### config.mk
export PLATFORM = sky130hd
export DESIGN_NAME = gpio_param_sequencer_flat
export DESIGN_NICKNAME = d
export VERILOG_FILES = /design/src/rtl/gpio_param_sequencer_if.sv /design/src/rtl/gpio_param_sequencer.sv /design/src/flat_wrapper.sv
export SDC_FILE = /design/constraint.sdc
export NUM_CORES = 1
export LEC_CHECK = 0
export ABC_AREA = 1
export BUFFER_PORTS_ARGS = -buffer_cell sky130_fd_sc_hd__buf_2
export CORE_ASPECT_RATIO = 0.8
export CORE_MARGIN = 10
export CORE_UTILIZATION = 27
export CTS_BUF_LIST = sky130_fd_sc_hd__clkbuf_16
export DETAILED_ROUTE_END_ITERATION = 8
export GPL_TIMING_DRIVEN = 0
export PLACE_DENSITY = 0.54
export REMOVE_ABC_BUFFERS = 1
export SYNTH_ARGS = -nofsm -noshare
export SYNTH_HDL_FRONTEND = slang
export SYNTH_SLANG_ARGS = --single-unit
### constraint.sdc
create_clock -name clk -period 1.7 [get_ports clk]
set_input_delay 0.085 -clock clk [delete_from_list [all_inputs] [get_ports clk]]
set_output_delay 0.085 -clock clk [all_outputs]
set_load 0.05 [all_outputs]
### src/rtl/gpio_param_sequencer_if.sv
// Bus bundle between the host register bank and the GPIO parameter-set sequencer.
// The host side (master) drives control and configuration, the sequencer (slave)
// returns the set select, step index and status pulses.
interface gpio_param_sequencer_if #(
   parameter int SEQ_DEPTH   = 16,
   parameter int DWELL_WIDTH = 24
);
   logic                     start;
   logic                     stop;
   logic                     pause;
   logic                     loop;
   logic [4*SEQ_DEPTH-1:0]   seq_table;
   logic [3:0]               seq_len;
   logic [DWELL_WIDTH-1:0]   dwell;
   logic [3:0]               set_sel;
   logic [3:0]               step_idx;
   logic                     step_strobe;
   logic                     busy;
   logic                     done;

   modport master (
      output start, stop, pause, loop, seq_table, seq_len, dwell,
      input  set_sel, step_idx, step_strobe, busy, done
   );

   modport slave (
      input  start, stop, pause, loop, seq_table, seq_len, dwell,
      output set_sel, step_idx, step_strobe, busy, done
   );
endinterface

### src/rtl/gpio_param_sequencer.sv
// GPIO parameter-set sequencer: walks the 4-bit set select through a latched
// table of up to SEQ_DEPTH entries, holding each for max(dwell,1) cycles.
// Optional feature macro: GPIO_SEQ_LOOP_EN -- when defined, the loop input
// restarts the sequence at entry 0 instead of finishing with done.
//
//   state  | meaning
//   IDLE   | no sequence active, waiting for start
//   RUN    | dwell counter decrementing
//   PAUSED | dwell counter frozen while pause is high
module gpio_param_sequencer #(
   parameter int SEQ_DEPTH   = 16,
   parameter int DWELL_WIDTH = 24
) (
   input logic                 clk,
   input logic                 rst_n,
   gpio_param_sequencer_if.slave bus
);

`ifdef GPIO_SEQ_LOOP_EN
   localparam bit LOOP_EN = 1'b1;
`else
   localparam bit LOOP_EN = 1'b0;
`endif

   localparam logic [3:0] LEN_MAX = 4'(SEQ_DEPTH - 1);

   typedef enum logic [1:0] {
      IDLE   = 2'd0,
      RUN    = 2'd1,
      PAUSED = 2'd2
   } state_t;

   state_t                       state, state_nx;
   logic [DWELL_WIDTH-1:0]       cnt, cnt_nx;
   logic [DWELL_WIDTH-1:0]       dwell_q, dwell_nx;
   logic [SEQ_DEPTH-1:0][3:0]    tbl_q, tbl_nx;
   logic [3:0]                   len_q, len_nx;
   logic [3:0]                   step_q, step_nx;
   logic [3:0]                   set_q, set_nx;
   logic                         strobe_q, strobe_nx;
   logic                         done_q, done_nx;
   logic                         loop_ok;

   // With looping compiled out the loop input folds away to constant 0.
   assign loop_ok = LOOP_EN & bus.loop;

   // State, counter, latched configuration and output registers.
   always_ff @(posedge clk or negedge rst_n) begin
      if (!rst_n) begin
         state    <= IDLE;
         cnt      <= '0;
         dwell_q  <= '0;
         tbl_q    <= '0;
         len_q    <= '0;
         step_q   <= '0;
         set_q    <= '0;
         strobe_q <= 1'b0;
         done_q   <= 1'b0;
      end else begin
         state    <= state_nx;
         cnt      <= cnt_nx;
         dwell_q  <= dwell_nx;
         tbl_q    <= tbl_nx;
         len_q    <= len_nx;
         step_q   <= step_nx;
         set_q    <= set_nx;
         strobe_q <= strobe_nx;
         done_q   <= done_nx;
      end
   end

   // Next-state decode; stop outranks both start and step expiry, and a
   // paused cycle with pause released counts as a normal run cycle so the
   // frozen value resumes without losing a cycle.
   always_comb begin
      state_nx  = state;
      cnt_nx    = cnt;
      dwell_nx  = dwell_q;
      tbl_nx    = tbl_q;
      len_nx    = len_q;
      step_nx   = step_q;
      set_nx    = set_q;
      strobe_nx = 1'b0;
      done_nx   = 1'b0;
      case (state)
         IDLE: begin
            if (bus.start && !bus.stop) begin
               tbl_nx    = bus.seq_table;
               len_nx    = (bus.seq_len > LEN_MAX) ? LEN_MAX : bus.seq_len;
               dwell_nx  = (bus.dwell == '0) ? DWELL_WIDTH'(1) : bus.dwell;
               cnt_nx    = dwell_nx;
               step_nx   = 4'd0;
               set_nx    = bus.seq_table[3:0];
               strobe_nx = 1'b1;
               state_nx  = RUN;
            end
         end
         RUN, PAUSED: begin
            if (bus.stop) begin
               state_nx = IDLE;
            end else if (bus.pause) begin
               state_nx = PAUSED;
            end else begin
               state_nx = RUN;
               if (cnt > DWELL_WIDTH'(1)) begin
                  cnt_nx = cnt - DWELL_WIDTH'(1);
               end else if (step_q < len_q) begin
                  step_nx   = step_q + 4'd1;
                  set_nx    = tbl_q[step_nx];
                  cnt_nx    = dwell_q;
                  strobe_nx = 1'b1;
               end else if (loop_ok) begin
                  step_nx   = 4'd0;
                  set_nx    = tbl_q[0];
                  cnt_nx    = dwell_q;
                  strobe_nx = 1'b1;
               end else begin
                  state_nx = IDLE;
                  done_nx  = 1'b1;
               end
            end
         end
         default: state_nx = IDLE;
      endcase
   end

   assign bus.set_sel     = set_q;
   assign bus.step_idx    = step_q;
   assign bus.step_strobe = strobe_q;
   assign bus.done        = done_q;
   assign bus.busy        = (state != IDLE);

endmodule

### src/flat_wrapper.sv
// flat-port wrapper written by rule: the top's interface ports become plain ports
module gpio_param_sequencer_flat 
#(
   parameter int SEQ_DEPTH   = 16,
   parameter int DWELL_WIDTH = 24
)
  (clk, rst_n, bus_start, bus_stop, bus_pause, bus_loop, bus_seq_table, bus_seq_len, bus_dwell, bus_set_sel, bus_step_idx, bus_step_strobe, bus_busy, bus_done);
  gpio_param_sequencer_if #(.SEQ_DEPTH(SEQ_DEPTH), .DWELL_WIDTH(DWELL_WIDTH)) bus_i ();
  input logic clk;
  input logic rst_n;
  input wire logic [$bits(bus_i.start)-1:0] bus_start;
  input wire logic [$bits(bus_i.stop)-1:0] bus_stop;
  input wire logic [$bits(bus_i.pause)-1:0] bus_pause;
  input wire logic [$bits(bus_i.loop)-1:0] bus_loop;
  input wire logic [$bits(bus_i.seq_table)-1:0] bus_seq_table;
  input wire logic [$bits(bus_i.seq_len)-1:0] bus_seq_len;
  input wire logic [$bits(bus_i.dwell)-1:0] bus_dwell;
  output wire logic [$bits(bus_i.set_sel)-1:0] bus_set_sel;
  output wire logic [$bits(bus_i.step_idx)-1:0] bus_step_idx;
  output wire logic [$bits(bus_i.step_strobe)-1:0] bus_step_strobe;
  output wire logic [$bits(bus_i.busy)-1:0] bus_busy;
  output wire logic [$bits(bus_i.done)-1:0] bus_done;
  assign bus_i.start = bus_start;
  assign bus_i.stop = bus_stop;
  assign bus_i.pause = bus_pause;
  assign bus_i.loop = bus_loop;
  assign bus_i.seq_table = bus_seq_table;
  assign bus_i.seq_len = bus_seq_len;
  assign bus_i.dwell = bus_dwell;
  assign bus_set_sel = bus_i.set_sel;
  assign bus_step_idx = bus_i.step_idx;
  assign bus_step_strobe = bus_i.step_strobe;
  assign bus_busy = bus_i.busy;
  assign bus_done = bus_i.done;
  gpio_param_sequencer #(.SEQ_DEPTH(SEQ_DEPTH), .DWELL_WIDTH(DWELL_WIDTH)) u_core (.clk(clk), .rst_n(rst_n), .bus(bus_i));
endmodule
======== Word-level counts from Yosys, hierarchy flattened ========
Index checks and enable logic that the tools add are counted.
word-level totals
  register bits ........................... 128
  input bits .............................. 98
  output and inout port bits .............. 11
  logic and storage cells ................. 87
cells by class
  add/subtract/negate cells ............... 2
  $lt $le $gt $ge ......................... 4
  eq/ne operators ......................... 8
  mux-type cells .......................... 39
  reductions and logical operators ........ 10
operators with widths
  operator                                                                          count
  24-bit two-way mux                                                                6
  4-bit two-way mux                                                                 12
  24-bit one-hot mux with 2 select lines                                            1
  24-bit by 1-bit greater-than comparator with 1-bit output, second input constant  1
  24-bit zero test                                                                  1
  24-bit by 1-bit subtractor with 24-bit output, second input constant              1
  4-bit binary-select mux with 4-bit select                                         1
  4-bit one-hot mux with 2 select lines                                             2
  1-bit two-way mux                                                                 11
  2-bit two-way mux                                                                 4
  2-bit inequality test, second input constant                                      3
  6-bit AND reduction                                                               1
  4-bit by 5-bit < comparator with 1-bit output, second input constant              1
  5-bit AND reduction                                                               1
  4-bit by 1-bit adder with 4-bit output, second input constant                     1
  4-bit greater-than comparator, second input constant                              1
  4-bit < comparator                                                                1
  2-bit by 1-bit inequality test with 1-bit output, second input constant           2
  2-bit one-hot mux with 2 select lines                                             1
  2-bit nonzero test                                                                2
  3-bit by 1-bit inequality test with 1-bit output, second input constant           1
  2-bit by 1-bit equality test with 1-bit output, second input constant             1
  2-bit equality test, second input constant                                        1
  2-bit zero test                                                                   1
  other kinds (5)                                                                   5

======== Logic depth before layout (Yosys ltp) ========
Gate-level depths: netlist of run 1.
  depth after elaboration ................. 8
  gate-level depth with buffers ........... 14
  mapped depth without buffers ............ 13

======== Worst setup path before layout of run 1 ========
Ideal clock, no wire load.
  kind .................................... register to register
  start ................................... reg u_core.step_q[0], in the netlist u_core.bus.step_idx[0]
  end ..................................... reg u_core.set_q[0], in the netlist u_core.bus.set_sel[0]
  library setup time ...................... 66 ps
  data arrival time ....................... 1901 ps
  data required time ...................... 1634 ps
  path slack .............................. -267 ps
  cell stages (with the launch flop) ...... 12
  buffers on the path ..................... 1
  period minus slack after synthesis ...... 1967 ps
  path through ............................ dfrtp_1 ha_1 inv_1 clkbuf_1 o211ai_1 nand3_1 nand3_1 nand2_1 nand2_1 nand2_1 nand2_1 nand2_1
on the way
  longest elaborated chain between the ends .. 8
  elaborated cells on any way between the ends .. 11
  those cells by class .................... add/sub (1); order compare (1); eq/ne (1); mux (7); reduce/logical (1)
ends and longest elaborated chain
  what                                       RTL line                     RTL
  from (decl)                                gpio_param_sequencer.sv:38   logic [3:0] step_q, step_nx;
  from (signal assigned)                     gpio_param_sequencer.sv:65   step_q <= step_nx;
  4-bit by 1-bit adder with 4-bit output     gpio_param_sequencer.sv:108  step_nx = step_q + 4'd1;
  4-bit binary-select mux with 4-bit select  gpio_param_sequencer.sv:109  set_nx = tbl_q[step_nx];
  4-bit two-way mux (not written as such)    gpio_param_sequencer.sv:109
  4-bit two-way mux                          gpio_param_sequencer.sv:107  end else if (step_q < len_q) begin
  4-bit two-way mux                          gpio_param_sequencer.sv:105  if (cnt > DWELL_WIDTH'(1)) begin
  4-bit two-way mux                          gpio_param_sequencer.sv:101  end else if (bus.pause) begin
  4-bit two-way mux                          gpio_param_sequencer.sv:99   if (bus.stop) begin
  4-bit one-hot mux with 2 select lines      gpio_param_sequencer.sv:85   case (state)
  to (signal assigned)                       gpio_param_sequencer.sv:66   set_q <= set_nx;
  to (decl)                                  gpio_param_sequencer.sv:39   logic [3:0] set_q, set_nx;
Parallel ways exist; a longest one is shown, timed or not. The select of a mux whose other input is x is not followed.
A chain may end at the register's enable or synchronous reset.

======== Final worst setup path of run 1 ========
  start ................................... reg u_core.cnt[0]
  end ..................................... reg u_core.step_q[2], in the netlist u_core.bus.step_idx[2]
on the way
  longest elaborated chain between the ends .. 3
ends and longest elaborated chain
  what                                                       RTL line                     RTL
  from (decl)                                                gpio_param_sequencer.sv:34   logic [DWELL_WIDTH-1:0] cnt, cnt_nx;
  from (signal assigned)                                     gpio_param_sequencer.sv:61   cnt <= cnt_nx;
  24-bit by 1-bit greater-than comparator with 1-bit output  gpio_param_sequencer.sv:105
  2-bit inequality test (no source line)                     n/a
  6-bit AND reduction (no source line)                       n/a
No other way between the ends.

==> impl_metrics.py, run 1 <==
metrics = {
    "global_route": {
        "use_met2_pct": 21.1,
        "grt_usage_pct": 14.6,
        "first_global_vias": 7050,
        "use_met1_pct": 20.7,
        "grt_max_degree": 91,
        "grt_pass1_wl_um": 39100,
        "grt.busiest_layer": "met2",
        "met3_usage_pct": 3.26,
        "grt_antenna_before_repair": 3,
        "overflow": 0,
    },
    "flow_run": {
        "maxCapViolations": 0,
    },
    "sta": {
        "setup_viol": 33,
        "max-slew-margin-rel_pct": 65.7,
        "period_minus_slack_ns": 1.82,
        "tns_ns": -2.70,
        "finalCritPeriodShare_pct": 107,
        "worst_pin_slew_ns": 0.514,
        "layout_setup_ws_ns": -0.125,
        "finalMaxSlewViolations": 0,
        "hold_violations": 0,
        "rsz0062_at_grt": "true",
        "fmax_mhz": 548,
        "skew_ns": 0.00990,
    },
    "pwr": {
        "p_clk_share_pct": 20.7,
        "p_switching_mw": 8.16,
        "power_density_nw_per_um2": 1760,
        "pwr-share-comb_pct": 50.9,
        "pwr-share-seq_pct": 28.4,
        "swShare_pct": 42.7,
        "finalPower_mw": 19.1,
        "ir_worst_vdd_v": 0.000784,
        "internal_power_mw": 10.9,
        "p_leak_nw": 5.31,
    },
    "final_layout": {
        "synthToLayoutAreaGrowth_pct": 51.4,
        "fillers": 2585,
        "nets": 1326,
        "drive_gt1_share_pct": 28.1,
        "finalNonFillerCells": 1592,
        "layout_commonest_cell": "nand2_1",
        "mostFrequentLayoutCells": "299 x nand2_1, 115 x dfrtp_1, 105 x buf_2",
    },
    "yosys": {
        "yosys.area.top_type": "dfrtp_1",
        "ys_seq_area_share_pct": 44.6,
        "netlist_instances": 961,
        "ys.warnings.count": 0,
        "synth_area_per_cell_um2": 7.47,
        "ys_ff_latch": 128,
        "synth_top_area_share_pct": 44.6,
        "netlist_area_um2": 7180,
        "synthTopCellsByArea": "dfrtp_1 45%, nand2_1 16%, nor2_1 6.5%",
        "synth.distinct_cells": 34,
    },
    "setup_path": {
        "critical_path_required_ns": 2.01,
        "crit_arrival_ns": 2.13,
        "path_max_fanout": 5,
        "critPathLaunchType": "flop",
        "r2r_start": "u_core.cnt[0]",
        "reg2reg_depth": 12,
        "end_kind": "flop",
        "r2r_slack_ns": -0.12,
        "reg2reg_to": "u_core.bus.step_idx[2]",
        "worstSetupPathType": "reg2reg",
    },
    "min_path": {
        "min_from": "bus_start",
        "hold_path.class": "in2reg",
        "hold_depth": 4,
        "whs_endpoint": "u_core.state[0]",
    },
    "place": {
        "place_ws_ns": -1.21,
        "dp_hpwl_um": 14800,
        "gp_congestion": 0.835,
        "dp_cells": 1389,
        "port_buffers": 107,
    },
    "run_status": {
        "status": "finished with violations",
        "violations": "negative setup slack",
    },
    "clock_network": {
        "htree_levels": 4,
        "cts-root-buf": "clkbuf_16",
        "cts_tree": "done",
        "clockBufferDepth": 2,
        "cts_sinks": 128,
        "clk_pin_slew_ns": 0.07,
        "clk_latency_ns": 0.43,
        "cts_made_buffers": 17,
    },
    "floorplanning": {
        "ioPinCount": 109,
        "die_w_um": 202,
        "dieArea_um2": 33500,
        "initial_core_util_pct": 27.4,
        "core_um2": 26200,
        "rows": 53,
        "die_y_um": 166,
    },
    "routing": {
        "drt-wirelength-per-cell_um": 15.8,
        "drtIter0Drc": 413,
        "wirelength_um": 25100,
        "first_pass_iters": 5,
        "drc": 0,
        "antenna_left": 0,
        "viasPerCell": 4.52,
        "num_vias": 7198,
    },
}
-- layer usage --
metal	up-vias	part of all wire, %
li1	3597	-
met1	3392	50
met2	167	43
met3	40	4.5
met4	2	2.2
met5	-	0.052
-- logic make-up after synthesis --
kind of cell,count (synthesis),share of synthesized area [%]
simple gates,547,32.7
buf+inv,140,8.02
compound gates,101,7.41
fa+ha+maj,8,1.39
xor+xnor,6,0.994
flops,128,44.6
mux,31,4.86
-- sequential cells by signal (all words and copies together), names as in the netlist --
signal and cells:
u_core.dwell_q 24, u_core.bus.done 1, u_core.tbl_q 64, u_core.len_q 4
u_core.cnt 24, u_core.bus.step_idx 4, u_core.bus.set_sel 4, u_core.state 2
u_core.bus.step_strobe 1
-- synth_stat cells, drive strengths merged --
cell	n
nor3	3
clkbuf	19
nand3	71
nand4	15
buf	21
nand2	309
mux2	31
xor2	2
or2	1
nand3b	10
xnor2	4
clkinv	1
nor4	1
inv	99
o21ai	47
dfrtp	128
ha	8
a21oi	45
o211ai	9
nor2	137
-- power by group through the flow --
stage / clock [mW] / sequential, mW / combinational [mW]
2_1_floorplan: 0 / 5.37 / 5.26
3_3_place_gp: 0 / 5.41 / 6.72
3_5_place_dp: 0 / 5.39 / 7.15
4_1_cts: 4.05 / 5.38 / 9.02
5_1_grt: 4.16 / 5.57 / 10.8
6_report: 3.96 / 5.43 / 9.72
-- layout make-up --
class                      count  area, um^2  share of cell area, %
timing repair inverter         1        6.26                 0.0576
antenna                        2        5.00                 0.0461
sequential                   128        3220                   29.6
multi-input combinational    700        3860                   35.5
tap                          357         447                   4.11
clock inverter                15         191                   1.76
inverter                     100         418                   3.85
clock buffer                  17         425                   3.92
timing repair buffer         272        2290                   21.1
-- stage by stage --
step | utilization [%] | cell area, um^2 | hold slack [ns]
after floorplan | - | 6980 | -0.211
after global placement | 30.4 | 7960 | 0.318
after detailed placement | 30.8 | 8080 | 0.0343
after CTS | 40.2 | 10500 | 0.0373
after global routing | 41.5 | 10900 | 0.0553
final | 41.5 | 10900 | 0.0519
-- what timing repair did --
action	in CTS	in global routing
setup endpoints to repair	82	75
hold buffers	94	0
cloned	11	1
resized for setup	89	36
endpoints found under the hold margin	157	0
setup buffers	45	18
pin swaps	24	11
-- critical path, stage by stage, from the launching register on --
cell and delay, ns:
dfrtp_1 0.40, buf_4 0.15, ha_4 0.12, inv_1 0.04, nand2_2 0.08, nand2_2 0.07
nor2_4 0.15, nand3_4 0.15, nor2_4 0.19, buf_6 0.13, o21ai_4 0.08, nand2_1 0.09
o21ai_1 0.06
-- worst max-delay path by stage --
| stage | start | to | slack [ns] | cells past startpoint |
|---|---|---|---|---|
| floorplan | u_core.state[0] | u_core.dwell_q[0] | -2.74 | 4 |
| global placement | u_core.state[0] | u_core.tbl_q[60] | -4.78 | 4 |
| detailed placement | u_core.bus.step_idx[0] | u_core.bus.set_sel[0] | -1.21 | 11 |
| CTS | u_core.cnt[1] | u_core.bus.step_idx[3] | -0.1 | 12 |
| global route | u_core.cnt[0] | u_core.bus.set_sel[2] | -0.22 | 12 |
| finish | u_core.cnt[0] | u_core.bus.step_idx[2] | -0.12 | 12 |
(Power assumes the default switching activity.)
==> run 2, diff against run 1 <==
CORE_MARGIN = 2   (was 10)
==> impl_metrics.py, run 2 (synthesis results as in run 1) <==
metrics = {
    "run_status": {
        "status": "finished with violations",
        "violations": "negative setup slack",
    },
    "pwr": {
        "power_density_nw_per_um2": 1720,
        "ir_worst_vdd_v": 0.000757,
        "p_leak_nw": 5.19,
        "pwr-share-seq_pct": 29.8,
        "swShare_pct": 44.5,
        "internal_power_mw": 10.1,
        "pwr-share-comb_pct": 52.1,
        "p_switching_mw": 8.14,
        "p_clk_share_pct": 18.2,
    },
    "floorplanning": {
        "core_um2": 26200,
        "die_w_um": 186,
        "dieArea_um2": 27900,
        "ioPinCount": 109,
        "initial_core_util_pct": 27.4,
        "rows": 53,
        "die_y_um": 150,
    },
    "sta": {
        "hold_violations": 0,
        "finalCritPeriodShare_pct": 110,
        "fmax_mhz": 535,
        "period_minus_slack_ns": 1.87,
        "tns_ns": -4.16,
        "finalMaxSlewViolations": 0,
        "max-slew-margin-rel_pct": 57.6,
        "skew_ns": 0.0160,
        "hold-worst-slack_ns": 0.0676,
        "rsz0062_at_grt": "true",
        "worst_pin_slew_ns": 0.635,
        "layout_setup_ws_ns": -0.169,
        "setup_viol": 35,
    },
    "setup_path": {
        "critical_path_required_ns": 2.00,
        "path_max_fanout": 5,
        "crit_arrival_ns": 2.17,
        "end_kind": "flop",
        "critPathLaunchType": "flop",
        "worstSetupPathType": "reg2reg",
        "r2r_slack_ns": -0.17,
    },
    "routing": {
        "num_vias": 7183,
        "drc": 0,
        "antenna_left": 0,
        "wirelength_um": 23700,
        "drt-wirelength-per-cell_um": 15.0,
        "viasPerCell": 4.55,
        "drtIter0Drc": 439,
        "first_pass_iters": 5,
    },
    "final_layout": {
        "regMostFlops": "u_core.tbl_q",
        "nets": 1316,
        "design_area_um2": 10600,
        "top_regs": "u_core.tbl_q: 64 flops, u_core.cnt: 24 flops, u_core.dwell_q: 24 flops",
        "synthToLayoutAreaGrowth_pct": 47.8,
        "fin_util_pct": 40.5,
        "fillers": 2669,
        "seqCellArea_um2": 3220,
        "diodes": 0,
        "layout_commonest_cell": "nand2_1",
        "drive_gt1_share_pct": 27.3,
        "multiInputGateArea_um2": 3770,
        "mostFrequentLayoutCells": "292 x nand2_1, 118 x dfrtp_1, 106 x buf_2",
        "largest_reg_flops": 64,
    },
    "clock_network": {
        "cts_made_buffers": 17,
        "clk_latency_ns": 0.43,
        "clk_pin_slew_ns": 0.06,
        "htree_levels": 4,
        "cts_tree": "done",
        "cts_sinks": 128,
        "cts-root-buf": "clkbuf_16",
        "clockBufferDepth": 2,
    },
    "place": {
        "port_buffers": 107,
        "postPlaceCellArea_um2": 8060,
        "gp_congestion": 0.821,
        "dp_hpwl_um": 13600,
        "place_ws_ns": -1.58,
    },
    "flow_run": {
        "maxCapViolations": 0,
    },
    "min_path": {
        "hold_path.class": "in2reg",
    },
    "global_route": {
        "met3_usage_pct": 2.60,
        "grt.busiest_layer": "met2",
        "overflow": 0,
        "grt_pass1_wl_um": 36800,
        "grt_usage_pct": 17.2,
        "use_met1_pct": 25.5,
        "grt_max_degree": 78,
        "grt_antenna_before_repair": 0,
        "use_met2_pct": 26.0,
        "first_global_vias": 6807,
    },
}
==> run 2: layout make-up <==
class | instances | area share [%]
multi-input combinational | 698 | 35.5
sequential | 128 | 30.3
timing repair buffer | 262 | 20.7
tap | 357 | 4.21
clock buffer | 17 | 4.01
inverter | 100 | 4.00
clock inverter | 15 | 0.932
timing repair inverter | 3 | 0.295
==> run 2: timing repair <==
action                                  4_1_cts  5_1_grt
cloned                                       10        1
resized for setup                           107       16
endpoints found under the hold margin       180        0
pin swaps                                    27       15
endpoints found under the setup margin       54       65
hold buffers                                 95        0
buffers inserted                             46        8
==> run 2: power groups by stage <==
stage	Sequential (mW)	Combinational [mW]	Clock, mW
2_1_floorplan	5.37	5.26	0
3_3_place_gp	5.36	6.57	0
3_5_place_dp	5.38	7.14	0
4_1_cts	5.40	9.24	3.41
5_1_grt	5.61	10.6	3.55
6_report	5.45	9.52	3.32
==> run 2: per-stage QoR <==
step                cells  total power [mW]
finish               1580              18.3
global route         1580              19.7
CTS                  1571              18.1
detailed placement   1388              12.5
global placement     1385              11.9
floorplan             921              10.6
==> run 2: worst paths after layout <==
| kind | from | end | depth (start not counted) |
|---|---|---|---|
| worst min register to register | u_core.bus.set_sel[1] | u_core.bus.set_sel[1] | 2 |
| worst max register to register | u_core.cnt[0] | u_core.bus.step_idx[1] | 12 |
| min in group asynchronous | rst_n | u_core.dwell_q[6] | 2 |
| worst min-delay path | bus_dwell[0] | u_core.dwell_q[0] | 4 |
| worst max-delay path | u_core.cnt[0] | u_core.bus.step_idx[1] | 12 |
| max in group asynchronous | rst_n | u_core.bus.step_idx[3] | 3 |
==> run 2: layer usage <==
| layer | vias up | routed length [um] | part of all wire [%] |
|---|---|---|---|
| li1 | 3571 | - | - |
| met1 | 3412 | 11700 | 49 |
| met2 | 185 | 10700 | 45 |
| met3 | 15 | 1180 | 5.0 |
| met4 | 0 | 237 | 1.0 |
| met5 | - | 0 | 0 |
==> run 2: worst max-delay path: stages, from the launching register on <==
cell and delay [ns]:
dfrtp_2 0.45, inv_2 0.10, ha_4 0.15, inv_2 0.04, nand2_4 0.07, nand2_2 0.06, nor2_4 0.12, nand3_4 0.17
nor2_4 0.20, buf_12 0.13, o21ai_4 0.08, nand2_1 0.11, o21ai_1 0.06
==> run 3, diff against run 2 <==
CORE_MARGIN = 3   (was 2)
GPL_TIMING_DRIVEN = not set   (was 0)
==> impl_metrics.py, run 3 (synthesis results as in run 1) <==
metrics = {
    "routing": {
        "antenna_left": 0,
        "drtIter0Drc": 450,
        "num_vias": 7123,
        "drc": 0,
        "wirelength_um": 22900,
        "viasPerCell": 4.42,
        "first_pass_iters": 5,
        "drt-wirelength-per-cell_um": 14.2,
    },
    "run_status": {
        "status": "finished with violations",
        "violations": "negative setup slack",
    },
    "global_route": {
        "first_global_vias": 7035,
        "grt_usage_pct": 15.8,
        "grt_max_degree": 52,
        "grt_pass1_wl_um": 36400,
        "grt_antenna_before_repair": 0,
        "overflow": 0,
    },
    "final_layout": {
        "drive_gt1_share_pct": 29.5,
        "top_regs": "u_core.tbl_q: 64 flops, u_core.cnt: 24 flops, u_core.dwell_q: 24 flops",
        "synthToLayoutAreaGrowth_pct": 52.2,
        "diodes": 0,
        "fillers": 2592,
        "largest_reg_flops": 64,
        "layout_commonest_cell": "nand2_1",
        "design_area_um2": 10900,
        "mostFrequentLayoutCells": "294 x nand2_1, 124 x dfrtp_1, 106 x buf_2",
        "nets": 1355,
        "regMostFlops": "u_core.tbl_q",
    },
    "clock_network": {
        "cts_tree": "done",
        "clockBufferDepth": 2,
        "htree_levels": 4,
        "cts_sinks": 128,
        "cts-root-buf": "clkbuf_16",
        "clk_latency_ns": 0.43,
        "clk_pin_slew_ns": 0.06,
        "cts_made_buffers": 17,
    },
    "sta": {
        "hold_violations": 0,
        "max-slew-margin-rel_pct": 73.0,
        "rsz0062_at_grt": "true",
        "finalMaxSlewViolations": 0,
        "skew_ns": 0.00991,
        "tns_ns": -0.309,
        "finalCritPeriodShare_pct": 102,
        "layout_setup_ws_ns": -0.0380,
        "setup_viol": 21,
        "fmax_mhz": 575,
        "hold-worst-slack_ns": 0.00384,
        "period_minus_slack_ns": 1.74,
        "worst_pin_slew_ns": 0.404,
    },
    "setup_path": {
        "path_max_fanout": 14,
        "reg2reg_depth": 14,
        "cp-startpoint": "u_core.cnt[1]",
        "reg2reg_to": "u_core.cnt[18]",
        "critical_path_required_ns": 2.06,
        "end_kind": "flop",
        "crit_arrival_ns": 2.10,
        "critPathLaunchType": "flop",
        "r2r_start": "u_core.cnt[1]",
        "worstSetupPathType": "reg2reg",
        "r2r_slack_ns": -0.04,
    },
    "floorplanning": {
        "core_um2": 25700,
        "rows": 52,
        "initial_core_util_pct": 27.9,
        "die_y_um": 152,
        "dieArea_um2": 28600,
        "ioPinCount": 109,
        "die_w_um": 188,
    },
    "min_path": {
        "min_from": "bus_start",
        "whs_endpoint": "u_core.state[0]",
        "hold_path.class": "in2reg",
        "hold_depth": 4,
    },
    "pwr": {
        "p_leak_nw": 5.44,
        "ir_worst_vdd_v": 0.000626,
        "power_density_nw_per_um2": 1780,
    },
    "flow_run": {
        "maxCapViolations": 0,
    },
    "place": {
        "gp_congestion": 0.868,
        "dp_hpwl_um": 15400,
        "postPlaceCellArea_um2": 8780,
        "port_buffers": 107,
    },
}
==> run 3: how the worst max path moves through the flow <==
stage                                   to  depth (start not counted)
detailed placement  u_core.bus.step_idx[0]                         11
CTS                         u_core.cnt[19]                          9
global placement            u_core.cnt[10]                         14
global route        u_core.bus.step_idx[2]                          9
finish                      u_core.cnt[18]                         14
floorplan                u_core.dwell_q[0]                          4
==> run 3: layout make-up <==
type                       count  area [um^2]  area share (%)
clock buffer                  17          425            3.90
timing repair buffer         306         2510            23.0
tap                          351          439            4.02
clock inverter                15          170            1.56
multi-input combinational    694         3750            34.3
inverter                     100          399            3.66
sequential                   128         3210            29.4
timing repair inverter         2         17.5           0.160
==> run 3: report_power, final <==
group	switching (mW)	internal (mW)
Sequential	0.828	4.48
Clock	1.46	2.30
Combinational	5.87	4.45
==> run 3: metrics by stage <==
step | instances | setup slack (ns) | util [%] | power, mW
3_5_place_dp | 1470 | -0.162 | 34.2 | 13.9
5_1_grt | 1613 | -0.148 | 42.5 | 21.0
6_report | 1613 | -0.0380 | 42.5 | 19.4
3_3_place_gp | 1470 | -0.101 | 34.2 | 13.8
2_1_floorplan | 921 | -2.74 | - | 10.6
4_1_cts | 1601 | -0.0128 | 40.8 | 18.4
==> run 3: what timing repair did <==
action	CTS	global route
hold endpoints to repair	243	0
hold buffers	94	0
endpoints found under the setup margin	34	42
pin swaps	4	13
resized for setup	38	77
cloned	1	5
buffers inserted	4	7
==> run 3: per-layer routing <==
metal	up-vias	track usage, %	share of wire [%]
met3	32	2.70	4.2
met1	3306	23.2	51
li1	3632	-	-
met4	0	4.39	1.8
met5	-	0	0
met2	153	23.9	43
==> run 3: worst max-delay path: stages, from the launching register on <==
cell and delay (ns):
dfrtp_1 0.40, inv_2 0.08, ha_1 0.14, inv_1 0.05
nand2_2 0.08, nand2_2 0.07, nor2_4 0.12, nand3_4 0.13
buf_12 0.18, buf_4 0.13, nand3_1 0.08, nand2_1 0.05
nand2_1 0.05, nand2_1 0.04, nand2_1 0.05
